==> src/rtl/tv80_bus_pkg.sv <==
// tv80_bus_pkg: shared FSM and cycle-type encodings for the TV80 bus bridge.
package tv80_bus_pkg;
    typedef enum logic [1:0] {IDLE, BUSY, HOLD} state_t;
    typedef enum logic [2:0] {CYC_NONE, MEM_RD, MEM_WR, IO_RD, IO_WR, INTA, RFSH} cycle_t;
    localparam logic [7:0] DEFAULT_IDLE_DATA = 8'hFF;
    function automatic logic is_access(cycle_t c);
        return c inside {MEM_RD, MEM_WR, IO_RD, IO_WR};
    endfunction
    function automatic logic is_io(cycle_t c);
        return c inside {IO_RD, IO_WR};
    endfunction
endpackage

==> src/rtl/tv80_bus_decode.sv <==
// tv80_bus_decode: classifies the Z80 strobe set into a cycle type and
// flags the falling edge of a read/write strobe.
module tv80_bus_decode
    import tv80_bus_pkg::*;
(
    input  logic   clk,
    input  logic   reset_n,
    input  logic   cen,
    input  logic   m1_n,
    input  logic   mreq_n,
    input  logic   iorq_n,
    input  logic   rd_n,
    input  logic   wr_n,
    input  logic   rfsh_n,
    output cycle_t cyc,
    output logic   start
);
    logic strb_idle_q;
    // cleared in reset so a strobe still low when reset lifts is not taken as a new access
    always_ff @(posedge clk or negedge reset_n)
        if (!reset_n) strb_idle_q <= 1'b0;
        else if (cen) strb_idle_q <= rd_n && wr_n;
    assign start = (!rd_n || !wr_n) && strb_idle_q;
    always_comb
        cyc = (!m1_n && !iorq_n && rd_n) ? INTA :
              (!mreq_n && !rfsh_n)       ? RFSH :
              (!mreq_n && !rd_n)         ? MEM_RD :
              (!mreq_n && !wr_n)         ? MEM_WR :
              (!iorq_n && !rd_n)         ? IO_RD :
              (!iorq_n && !wr_n)         ? IO_WR : CYC_NONE;
endmodule

==> src/rtl/tv80_bus_bridge.sv <==
// tv80_bus_bridge: turns TV80 strobes into a req/ack slave transaction, stretching the CPU with wait_n.
// Define TV80_BRIDGE_TIMEOUT_EN to force completion (bus_err) after TIMEOUT cycles without ack.
module tv80_bus_bridge
    import tv80_bus_pkg::*;
#(
    parameter int unsigned MIN_WAIT  = 0,
    parameter int unsigned TIMEOUT   = 255,
    parameter logic [7:0]  IDLE_DATA = DEFAULT_IDLE_DATA
) (
    input  logic        clk,
    input  logic        reset_n,
    input  logic        cen,
    input  logic        m1_n,
    input  logic        mreq_n,
    input  logic        iorq_n,
    input  logic        rd_n,
    input  logic        wr_n,
    input  logic        rfsh_n,
    input  logic [15:0] A,
    input  logic [7:0]  cpu_dout,
    output logic [7:0]  cpu_di,
    output logic        wait_n,
    output logic        bus_req,
    output logic        bus_we,
    output logic        bus_io,
    output logic [15:0] bus_addr,
    output logic [7:0]  bus_wdata,
    input  logic        bus_ack,
    input  logic [7:0]  bus_rdata,
    input  logic [7:0]  int_vector,
    output logic        inta,
    output logic        bus_err
);
    state_t     state, state_nx;
    cycle_t     cyc;
    logic       start, access, ack_done, timed_out, done, ack_seen, inta_q;
    logic [3:0] wcnt;
    logic [7:0] rdata_q;

    tv80_bus_decode u_decode (
        .clk(clk), .reset_n(reset_n), .cen(cen), .m1_n(m1_n), .mreq_n(mreq_n),
        .iorq_n(iorq_n), .rd_n(rd_n), .wr_n(wr_n), .rfsh_n(rfsh_n),
        .cyc(cyc), .start(start)
    );

    assign access   = state == IDLE && start && is_access(cyc);
    assign ack_done = state == BUSY && wcnt == 4'd0 && (bus_ack || ack_seen);
    assign done     = ack_done || timed_out;

`ifdef TV80_BRIDGE_TIMEOUT_EN
    logic [7:0] tcnt;
    assign timed_out = state == BUSY && !ack_done && tcnt == 8'(TIMEOUT - 1);
    always_ff @(posedge clk or negedge reset_n)
        if (!reset_n) tcnt <= 8'd0;
        else if (cen) tcnt <= state == BUSY ? tcnt + 8'd1 : 8'd0;
`else
    logic [7:0] unused_timeout;
    assign timed_out      = 1'b0;
    assign unused_timeout = 8'(TIMEOUT);
`endif

    always_ff @(posedge clk or negedge reset_n)
        if (!reset_n) state <= IDLE;
        else if (cen) state <= state_nx;

    always_comb
        state_nx = state == IDLE ? (access ? BUSY : IDLE) :
                   state == BUSY ? (done ? HOLD : BUSY) :
                   (rd_n && wr_n) ? IDLE : HOLD;

    // released in the completion cycle so a zero-wait slave costs exactly one wait state
    always_comb wait_n = !(access || (state == BUSY && !done));

    // runs on every clk so an ack pulse landing on a cen-low cycle is not lost
    always_ff @(posedge clk or negedge reset_n)
        if (!reset_n) begin
            ack_seen <= 1'b0;
            rdata_q  <= 8'h00;
        end else if (state != BUSY) begin
            ack_seen <= 1'b0;
        end else if (bus_ack) begin
            ack_seen <= 1'b1;
            rdata_q  <= bus_rdata;
        end

    always_ff @(posedge clk or negedge reset_n)
        if (!reset_n) begin
            bus_req   <= 1'b0;
            bus_we    <= 1'b0;
            bus_io    <= 1'b0;
            bus_addr  <= 16'h0000;
            bus_wdata <= 8'h00;
            cpu_di    <= 8'h00;
            inta      <= 1'b0;
            inta_q    <= 1'b0;
            bus_err   <= 1'b0;
            wcnt      <= 4'd0;
        end else if (cen) begin
            inta_q  <= cyc == INTA;
            inta    <= state == IDLE && cyc == INTA && !inta_q;
            bus_err <= timed_out;
            if (state == IDLE && cyc == INTA) cpu_di <= int_vector;
            if (access) begin
                bus_req   <= 1'b1;
                bus_we    <= !wr_n;
                bus_io    <= is_io(cyc);
                bus_addr  <= is_io(cyc) ? {8'h00, A[7:0]} : A;
                bus_wdata <= cpu_dout;
                wcnt      <= 4'(MIN_WAIT);
            end
            if (state == BUSY && wcnt != 4'd0) wcnt <= wcnt - 4'd1;
            if (done) begin
                bus_req <= 1'b0;
                if (!bus_we) cpu_di <= ack_done ? (bus_ack ? bus_rdata : rdata_q) : IDLE_DATA;
            end
        end
endmodule

==> config.mk <==
export PLATFORM = sky130hd
export DESIGN_NAME = tv80_bus_bridge
export DESIGN_NICKNAME = d
export VERILOG_FILES = /design/src/rtl/tv80_bus_pkg.sv /design/src/rtl/tv80_bus_decode.sv /design/src/rtl/tv80_bus_bridge.sv
export SDC_FILE = /design/constraint.sdc
export NUM_CORES = 1
export LEC_CHECK = 0
export CAP_MARGIN = 25
export CORE_MARGIN = 10
export CORE_UTILIZATION = 48
export CTS_CLUSTER_SIZE = 24
export DETAILED_ROUTE_END_ITERATION = 7
export GPL_ROUTABILITY_DRIVEN = 1
export HOLD_SLACK_MARGIN = 0.1
export PLACE_DENSITY = 0.85
export SLEW_MARGIN = 20
export SYNTH_ARGS = -nofsm -noshare
export SYNTH_HDL_FRONTEND = slang
export SYNTH_SLANG_ARGS = --single-unit
==> constraint.sdc <==
create_clock -name clk -period 3.9 [get_ports clk]
set_clock_uncertainty 0.05 [all_clocks]
set_input_delay 0.78 -clock clk [delete_from_list [all_inputs] [get_ports clk]]
set_output_delay 0.78 -clock clk [all_outputs]
set_load 0.02 [all_outputs]
==> results of run 1 <==
cell type report:
class | instances | area (µm²) | area share (%)
Clock buffer | 7 | 86.3 | 2.51
Clock inverter | 1 | 30.0 | 0.871
Sequential cell | 53 | 1330 | 38.5
Inverter | 23 | 86.3 | 2.51
Timing Repair Buffer | 89 | 891 | 25.9
Tap cell | 67 | 83.8 | 2.43
Multi-Input combinational cell | 123 | 942 | 27.3
stage by stage:
stage | power (µW) | setup WS [ns] | instance area [µm²] | util [%] | cells
CTS | 2230 | 0.565 | 3450 | 71.5 | 363
detailed placement | 1840 | 0.580 | 3330 | 69.1 | 355
global placement | 1810 | 0.616 | 3330 | 69.1 | 355
global route | 2340 | 0.471 | 3450 | 71.5 | 363
floorplan | 1360 | 1.47 | 2440 | - | 209
finish | 2200 | 0.581 | 3450 | 71.5 | 363
state kept, by name (all words and copies together), names as in the netlist:
register              cells
bus_we                    1
bus_addr                 16
wcnt                      4
bus_wdata                 8
bus_req                   1
cpu_di                    8
u_decode.strb_idle_q      1
ack_seen                  1
state                     2
rdata_q                   8
bus_io                    1
inta_q                    1
inta                      1
cells by family (layout without fill, tap and decap cells):
group / after synthesis / in the layout / synth area share (%)
AND/OR/NAND/NOR: 55 / 55 / 11.4
adder cells (fa/ha/maj): 2 / 2 / 1.03
other: 1 / 1 / 0.154
buffers and inverters: 33 / 120 / 7.08
AO/OA/AOI/OAI: 28 / 28 / 7.74
multiplexers: 35 / 35 / 17.5
flip-flops: 53 / 53 / 54.4
XOR/XNOR: 2 / 2 / 0.718
Yosys cell counts, drive strengths merged, types with 3 or more instances:
library cell,instances
inv,23
mux2i,18
nor2,16
nand2,20
buf,7
dfrtp,53
nand4,4
clkbuf,3
a221oi,8
mux2,17
a21oi,3
o21ai,12
nand3,3
layout by cell type (no fill, tap or decap), types with 3 or more instances in the layout:
cell,synthesis,layout
nand3_1,3,3
inv_1,23,23
nor2_1,16,16
clkdlybuf4s50_1,0,85
nand2_1,20,20
o21ai_0,10,10
dfrtp_1,53,53
a221oi_1,8,8
nand4_1,4,4
a21oi_1,3,3
mux2i_1,18,18
clkbuf_8,0,6
mux2_4,15,15
layer usage:
layer	up-vias	track usage, %	routed length, µm
met5	-	0	0
met4	0	3.92	63
met3	5	3.87	305
met2	48	26.1	3200
met1	876	17.1	2460
li1	873	-	-
worst max path at each step:
stage / from / endpoint / slack, ns / cells after the start
after floorplan: bus_ack / wait_n / 1.47 / 4
after global placement: rd_n / wait_n / 0.62 / 5
after detailed placement: rd_n / wait_n / 0.58 / 5
after CTS: rd_n / wait_n / 0.56 / 5
after global routing: rd_n / wait_n / 0.47 / 5
final: rd_n / wait_n / 0.58 / 5
where the power goes:
part,switching [µW],leakage [µW],internal (µW),total (µW)
combinational,445,0.000850,499,944
sequential,113,0.000646,757,870
clock,178,0.0000585,210,387
==> qor.yml, run 1 <==
worst_setup_path:
  cp_cell_sequence: "clkdlybuf4s50_1, nor3b_2, a211oi_1, a21oi_1, clkdlybuf4s50_1"
  regToRegEndpoint: "bus_wdata[6]"
  critPathMaxFanout: 4
  crit_type: "primary input to primary output"
  crit_required_ns: 3.07
  cp_top_family: "buffers and inverters"
  cpPeakStageDelay_ns: 0.64
  crit_buf_inv: 2
  reg2reg_depth: 4
  path_common_cell: "clkdlybuf4s50_1"
  end_kind: "primary output"
  slowest_stage: "clkdlybuf4s50_1"
  reg2reg_from: "state[0]"
  start_kind: "primary input"
  arrival_ns: 2.49
  regToRegSetupSlack_ns: 1.75
global_route:
  antenna_found_initial: 0
  grt_max_degree: 30
  track_usage_pct: 14.7
  grt_overflow: 0
  grt_pass1_vias: 1915
  grt_pass1_wl_um: 10000
cts:
  cts_sinks: 53
  cts_setup_buffers: 0
  root_buffer: "clkbuf_8"
  numCtsBuffers: 5
  path_clk_slew_ns: 0.09
  cts.htree.levels: 2
  insertion_delay_ns: 0.30
  clockBufferDepth: 2
  cts_resized: 0
  cts_hold_buf: 0
  cts_tree: "built"
final_layout:
  insertedDiodeCount: 0
  layout-drive-gt1-share_pct: 11.1
  nNetsFinal: 347
  nFillCells: 357
  area_growth_pct: 41.2
synth:
  syn-mean-instance-area_um2: 11.7
  yosysTopAreaCellShare_pct: 54.4
  syn_nets: 261
  yosys-top-cells-area: "dfrtp_1, mux2_4, mux2i_1"
  syn_area_um2: 2440
  seq_area_frac_synth_pct: 54.4
  async_flop_share_pct: 100
  yosys_warnings: 0
  synth_top_area_cell: "dfrtp_1"
  synth_seq_cells: 53
  synth_cells: 209
  synth-edff-count: 0
  ys.flop_type: "dfrtp_1"
  ys_types: 40
sta:
  whs_ns: 0.436
  max-slew-margin-rel_pct: 55.9
  fin_crit_sh_pct: 85.1
  max_freq_mhz: 301
  rsz0062_at_grt: "false"
  min_period_ns: 3.32
  fin_tns_setup_ns: 0
  max_slew.worst_pin.slew_ns: 0.662
  maxSlewViolCount: 0
  setup-violations-final: 0
  hold_violations: 0
placed_design:
  dp_hpwl_um: 4700
  place.gp.congestion: 0.774
  port_buffers: 86
floorplanning:
  row_count: 25
  start_util_pct: 50.6
  core_um2: 4820
  io_pins: 88
  die_w_um: 91.3
  die_area_um2: 8330
  fp.dieH_um: 91.3
job:
  cap_violations: 0
routing:
  drtAntennaViolNets: 0
  route.detailed.drc: 0
  routed_wl_um: 6040
  drtPass1Iterations: 4
  vias: 1802
  viasPerCell: 4.96
  drtIter0Drc: 115
  avgRoutedWirePerCell_um: 16.6
power:
  leakage_uw: 0.00155
  power_density_nw_per_um2: 639
  vdd_drop_max_uv: 335
run_status:
  outcome: "finished clean"
hold_path:
  hold_path_class: "primary input to asynchronous set/reset pin"
No activity file was read; power rests on OpenSTA's default activity.
==> run 2, diff against run 1 <==
- HOLD_SLACK_MARGIN: 0.1 -> 0.08
==> results of run 2 <==
No change in the layout: final DEF, timing and power equal those of run 1.
==> run 3, diff against run 2 <==
- MAX_ROUTING_LAYER: unset -> met4
==> run 3 against run 2 <==
Maximum frequency fell by 0.23%. Power rose by 0.12%. Largest cell class unchanged. Wire length rose by 0.18%. Largest power group unchanged. Critical path type unchanged. Sequential power barely moved. Via count rose by 0.55%. Count of clock-buffer cells in the layout did not move. Sequential share of layout area did not move. Utilization did not move.
==> qor.yml, run 3 (synthesis results as in run 1) <==
sta:
  fin_tns_setup_ns: 0  # unchanged
  maxSlewViolCount: 0  # unchanged
  max-slew-margin-rel_pct: 53.9  # -2.0 points
  fin_crit_sh_pct: 85.3  # +0.20 points
  rsz0062_at_grt: "false"
  max_freq_mhz: 301  # -0.23%
  hold_violations: 0  # unchanged
  setup-violations-final: 0  # unchanged
  max_slew.worst_pin.slew_ns: 0.692  # +0.0298 ns
  min_period_ns: 3.33  # +0.00761 ns
placed_design:
  place.gp.congestion: 0.785  # +1.3%
  dp_hpwl_um: 4700  # unchanged
  port_buffers: 86  # unchanged
floorplanning:
  fp.dieH_um: 91.3  # unchanged
  start_util_pct: 50.6  # unchanged
  die_area_um2: 8330  # unchanged
  die_w_um: 91.3  # unchanged
  row_count: 25  # unchanged
  io_pins: 88  # unchanged
  core_um2: 4820  # unchanged
routing:
  drtAntennaViolNets: 0  # unchanged
  viasPerCell: 4.99  # +0.55%
  route.detailed.drc: 0  # unchanged
  top_layer: "met4"
  wl_met1_um: 2590  # +5.2%
  routed_wl_um: 6050  # +0.18%
  drtIter0Drc: 103  # -10%
  wl_met2_um: 3210  # +0.12%
  wl_met3_um: 200  # -34%
  vias: 1812  # +0.55%
  drtPass1Iterations: 4  # unchanged
  avgRoutedWirePerCell_um: 16.7  # +0.18%
run_status:
  outcome: "finished clean"
final_layout:
  area_growth_pct: 41.2  # unchanged
  nNetsFinal: 347  # unchanged
  final_common_cell: "clkdlybuf4s50_1"
  top_register: "bus_addr"
  insertedDiodeCount: 0  # unchanged
  layout_common_cells: "clkdlybuf4s50_1, dfrtp_1, inv_1"
  largest_reg_flops: 16  # unchanged
  layout-drive-gt1-share_pct: 11.1  # unchanged
  final_util_pct: 71.5  # unchanged
worst_setup_path:
  path_common_cell: "clkdlybuf4s50_1"
  reg2reg_from: "state[0]"
  crit_type: "primary input to primary output"
  arrival_ns: 2.50  # about the same
  cp_cell_sequence: "clkdlybuf4s50_1, nor3b_2, a211oi_1, a21oi_1, clkdlybuf4s50_1"
  cp_top_family: "buffers and inverters"
  crit_buf_inv: 2  # unchanged
  setup.worst_path.start: "rd_n"
  cpPeakStageDelay_ns: 0.64  # about the same
  crit_required_ns: 3.07  # about the same
  slowest_stage: "clkdlybuf4s50_1"
  critPathMaxFanout: 4  # unchanged
  end_kind: "primary output"
  start_kind: "primary input"
global_route:
  grt_overflow: 0  # unchanged
  grt_pass1_wl_um: 9960  # -0.42%
  grt_max_degree: 30  # unchanged
  antenna_found_initial: 0  # unchanged
  track_usage_pct: 15.0  # +0.33 points
  grt_pass1_vias: 1925  # +0.52%
cts:
  insertion_delay_ns: 0.30  # about the same
  cts_sinks: 53  # unchanged
  cts_hold_buf: 0  # unchanged
  path_clk_slew_ns: 0.09  # about the same
  cts_setup_buffers: 0  # unchanged
  cts.htree.levels: 2  # unchanged
  clockBufferDepth: 2  # unchanged
  cts_tree: "built"
  root_buffer: "clkbuf_8"
  numCtsBuffers: 5  # unchanged
  cts_resized: 0  # unchanged
power:
  vdd_drop_max_uv: 335  # about the same
  power_density_nw_per_um2: 639  # +0.12%
  leakage_uw: 0.00155  # unchanged
  power_uw: 2200  # +0.12%
job:
  cap_violations: 0  # unchanged
hold_path:
  hold_path_class: "primary input to asynchronous set/reset pin"
run 3: cell counts in the layout (fill, tap and decap cells not counted):
No cell type changed its count.
run 3: layout make-up:
cell class,instances,area [µm²]
clock inverter,1,30.0
multi-input combinational,123,942
fill,357,1370
clock buffer,7,86.3
sequential,53,1330
tap,67,83.8
inverter,23,86.3
timing repair buffer,89,891
run 3: worst paths after layout:
kind                                     end  slack [ns]  cells after the start
min in group clk                  rdata_q[1]        0.44                      2
max in group asynchronous          cpu_di[3]        2.59                      2
worst max register to register  bus_wdata[6]        1.75                      4
worst min register to register    rdata_q[1]        0.44                      2
worst min-delay path                  bus_we        0.44                      1
worst max-delay path                  wait_n        0.57                      5
run 3: through the flow:
step,worst slack (ns),cell area [µm²],instances,hold WS [ns]
global route,0.475,3450,363,0.469
CTS,0.565,3450,363,0.441
detailed placement,0.580,3330,355,0.420
global placement,0.616,3330,355,0.413
floorplan,1.47,2440,209,0.399
finish,0.574,3450,363,0.435
run 3: power by group:
part | total (µW) | leakage [µW] | switching, µW | internal (µW)
logic | 944 | 0.000850 | 446 | 499
registers | 871 | 0.000646 | 114 | 757
clock network | 388 | 0.0000585 | 179 | 210
total | 2200 | 0.00155 | 739 | 1460
run 3: metal layers:
metal | vias to the layer above | global-route usage, %
met5 | - | -
met4 | 0 | 3.92
met3 | 5 | 2.88
met2 | 49 | 26.3
met1 | 886 | 17.3
li1 | 872 | -
